### src/rtl/counter_t_flip_flop_pkg.sv
// Shared constants for the T flip-flop counter family.
package counter_t_flip_flop_pkg;

  // Default number of T flip-flop stages (and count width).
  localparam int unsigned DEFAULT_WIDTH = 3;

  // Legal bounds for the count width.
  localparam int unsigned MIN_WIDTH = 1;
  localparam int unsigned MAX_WIDTH = 32;

  // Toggle enable for stage k: the stage flips when counting is enabled and
  // every lower stage is already 1 (the carry into stage k).
  function automatic logic stage_toggle(input logic        en,
                                        input logic [31:0] lower_bits,
                                        input int unsigned k);
    logic carry;
    carry = en;
    for (int unsigned i = 0; i < k; i++) begin
      carry = carry & lower_bits[i];
    end
    return carry;
  endfunction

endpackage

### src/rtl/counter_t_flip_flop_t_ff.sv
// Single T flip-flop cell: synchronous active-high reset, toggles when t_i is high.
module t_ff (
  input  logic clk_i,
  input  logic reset_i,
  input  logic t_i,
  output logic q_o
);

  logic q_q;
  logic q_d;

  // Next state: toggle on t_i, otherwise hold.
  always_comb begin
    // NOTE: default assigned first so every path drives q_d and no latch is inferred.
    q_d = q_q;
    if (t_i) begin
      q_d = ~q_q;
    end
  end

  // State register with synchronous reset taking priority over toggle.
  always_ff @(posedge clk_i) begin
    // NOTE: non-blocking assignment so all flops update together on the edge.
    if (reset_i) begin
      q_q <= 1'b0;
    end else begin
      q_q <= q_d;
    end
  end

  assign q_o = q_q;

endmodule

### src/rtl/counter_t_flip_flop.sv
// Synchronous binary up-counter built from a chain of T flip-flop cells.
// Every cell shares clk_i; higher cells toggle when T_i is high and all lower
// bits are 1, which makes the whole chain a plain increment-by-one.
module counter_t_flip_flop
  import counter_t_flip_flop_pkg::*;
#(
  parameter int unsigned WIDTH = DEFAULT_WIDTH
) (
  input  logic             clk_i,
  input  logic             reset_i,
  input  logic             T_i,
  output logic [WIDTH-1:0] Q_o
);

  logic [WIDTH-1:0] q_bits;
  logic [WIDTH-1:0] toggle;
  logic [31:0]      q_ext;

  // Zero-extended copy of the count so the enable helper sees a fixed width.
  always_comb begin
    q_ext              = '0;
    q_ext[WIDTH-1:0]   = q_bits;
  end

  // One T flip-flop per stage; the enable of each stage is the AND of T_i and
  // all lower bits, computed combinationally from the registered count.
  for (genvar k = 0; k < WIDTH; k++) begin : g_stage
    assign toggle[k] = stage_toggle(T_i, q_ext, k);

    t_ff u_t_ff (
      .clk_i   (clk_i),
      .reset_i (reset_i),
      .t_i     (toggle[k]),
      .q_o     (q_bits[k])
    );
  end

  // Count comes straight from the flops, so it is registered and glitch-free.
  assign Q_o = q_bits;

endmodule

### config.mk
export PLATFORM = sky130hd
export DESIGN_NAME = counter_t_flip_flop
export DESIGN_NICKNAME = d
export VERILOG_FILES = /design/src/rtl/counter_t_flip_flop_pkg.sv /design/src/rtl/counter_t_flip_flop_t_ff.sv /design/src/rtl/counter_t_flip_flop.sv
export SDC_FILE = /design/constraint.sdc
export NUM_CORES = 1
export LEC_CHECK = 0
export BUFFER_PORTS_ARGS = -buffer_cell sky130_fd_sc_hd__clkbuf_2
export CAP_MARGIN = 0
export CORE_AREA = 10 10 47 49
export CTS_BUF_LIST = sky130_fd_sc_hd__clkbuf_8
export DETAILED_ROUTE_END_ITERATION = 7
export DIE_AREA = 0 0 57 59
export PLACE_DENSITY = 0.3
export REMOVE_ABC_BUFFERS = 1
export SETUP_SLACK_MARGIN = 0.1
export SKIP_CTS_REPAIR_TIMING = 1
export SYNTH_ARGS = -nofsm -noshare
export SYNTH_HDL_FRONTEND = slang
export SYNTH_HIERARCHICAL = 1
export SYNTH_SLANG_ARGS = --single-unit
### constraint.sdc
create_clock -name clk_i -period 0.8 [get_ports clk_i]
set_input_delay 0.04 -clock clk_i [delete_from_list [all_inputs] [get_ports clk_i]]
set_output_delay 0.04 -clock clk_i [all_outputs]
set_load 0.02 [all_outputs]
==> flow_summary.yaml <==
setup_path:
  critPathLaunchType: "register"
  crit_arrival_ps: 760
  cp_data_required_time_ps: 760
  crit_path_max_fanout: 3
  cp-end-kind: "output port"
  path_class: "register to output port"
layout:
  largest_reg_flops: 3
  drive_gt1_share_pct: 59.1
  nNetsFinal: 26
  area.growth.synth_to_final_pct: 123
  nFillCells: 166
  utilization_pct: 17.5
  antenna_cells: 0
power:
  powerDensity_mw_per_mm2: 2790
  internal_power_w: 0.000544
  p_sw_share_pct: 20.5
  p_seq_share_pct: 25.0
  clockPowerShare_pct: 61.5
  p_leak_nw: 0.110
  ir_drop_mv: 0.591
  power_frac_comb_pct: 13.4
  p_sw_w: 0.000140
  power_w: 0.000684
timing:
  tightestPinTransition_ps: 142
  relSlewSlack_pct: 90.5
  fin_skew_ps: 1.34
  fmax_ghz: 1.25
  finalCriticalPeriod_ps: 798
  setup_viol: 0
  fin_hold_ws_ps: 16.9
  min_period_over_period_pct: 99.7
  finalHoldViolCount: 0
  rsz0062_at_grt: "true"
  slew_viol_final: 0
  setup_ws_ps: 2.35
grt:
  grt_first_pass_wirelength_um: 510
  grt_start_max_net_pins: 4
  antenna_found_initial: 0
  grt.overflow.total: 0
  grt_usage_pct: 2.12
  grt_pass1_vias: 125
synthesis:
  synth_top_area_share_pct: 54.5
  yosys.area.top_type: "dfxtp_1"
  post_synth_num_cell_types: 5
  synth_warnings: 6
  ys_ff_latch: 3
  synthCells: 11
  yosysSeqAreaShare_pct: 54.5
  synth.avg_cell_area_sq_um: 10.0
  synth_top_cells_by_area: "dfxtp_1 55%, xnor2_1 24%, nor2_1 10%"
  netlist_area_sq_um: 110
detailed_routing:
  wl_per_cell_um: 7.95
  vias: 112
  drtIter0Drc: 0
  viasPerCell: 2.95
  route.met2.wl_um: 92
  topRoutingLayerUsed: "met3"
  post-route-drc-count: 0
  ant_nets: 0
  met1Wirelength_um: 151
  first_pass_iters: 1
  wl_um: 302
  wl_met3_um: 58
clock_tree:
  cts-root-buf: "clkbuf_8"
  clk_latency_ps: 210
  cts_tree: "yes"
  cts_buffers: 3
  cts_buffer_depth: 2
  path_clk_slew_ps: 30
  tritoncts_num_sinks: 3
  cts_htree_levels: 1
floorplan:
  die_x_um: 57
  die-area_sq_mm: 0.00336
  rows: 14
  coreArea_sq_mm: 0.00140
  die_h_um: 59
  pin_count: 6
  floorplan.initialDensity_pct: 7.86
placed_design:
  place.port_buffers: 5
  dp_hpwl_um: 231
  pre_cts_ws_ps: 41.5
  gp_congestion: 0.575
run_status:
  status: "finished, final reports clean"
min_path:
  hp-class: "primary input to register"
run:
  max_cap_violations: 0
per-layer routing:
layer	vias to the layer above	GRT usage, %
met1	51	2.37
met4	0	2.01
met3	0	2.36
li1	55	-
met2	6	1.86
met5	-	0
cell type report:
class,count,area [sq um],area share [%]
multi-input combinational,8,50.0,20.4
tap,16,20.0,8.16
sequential,3,63.8,26.0
clock buffer,3,41.3,16.8
timing repair buffer,7,66.3,27.0
clock inverter,1,3.75,1.53
synthesized netlist by cell type:
| master | count |
|---|---|
| and2_1 | 1 |
| and3_1 | 1 |
| dfxtp_1 | 3 |
| nor2_1 | 3 |
| xnor2_1 | 3 |
logic make-up (layout without fill, tap and decap cells):
kind of cell / after synthesis / count (layout) / share of synthesized area, %
AND/OR/NAND/NOR: 5 / 5 / 21.6
XOR/XNOR: 3 / 3 / 23.9
flip-flops: 3 / 3 / 54.5
buffers and inverters: 0 / 11 / 0
power by group through the flow:
stage	logic, W	registers [W]	clock network, W
after floorplan	0.0000206	0.000185	0
after global placement	0.0000712	0.000169	0
after detailed placement	0.0000724	0.000169	0
after CTS	0.0000728	0.000167	0.000438
after global routing	0.0000988	0.000174	0.000451
final	0.0000920	0.000171	0.000421
path summary, 6_finish.rpt:
| check | start | to | slack [ps] | cells after the start |
|---|---|---|---|---|
| worst min register to register | g_stage[2].u_t_ff/q_o | g_stage[2].u_t_ff/q_o | 520 | 2 |
| worst min-delay path | reset_i | g_stage[1].u_t_ff/q_o | 20 | 2 |
| worst max-delay path | g_stage[0].u_t_ff/q_o | Q_o[0] | 2 | 2 |
| worst max register to register | g_stage[1].u_t_ff/q_o | g_stage[2].u_t_ff/q_o | 20 | 3 |
cells in the final DEF, fill, tap and decap left out:
cell	instances
and2_1	1
and3_1	1
buf_6	5
clkbuf_2	2
clkbuf_8	3
dfxtp_2	3
inv_1	1
nor2_1	3
xnor2_1	3
metrics by stage:
step | area, sq um | TNS [ps] | std cells
after global routing | 245 | -63.0 | 38
after CTS | 215 | -121 | 38
after global placement | 170 | 0 | 34
final | 245 | 0 | 38
after detailed placement | 170 | 0 | 34
after floorplan | 110 | -218 | 11
worst max-delay path, stage by stage (launching register included):
cell and delay, ps:
dfxtp_2 310, buf_6 110, buf_6 120
Note: power is estimated with default switching activity, not from simulation.
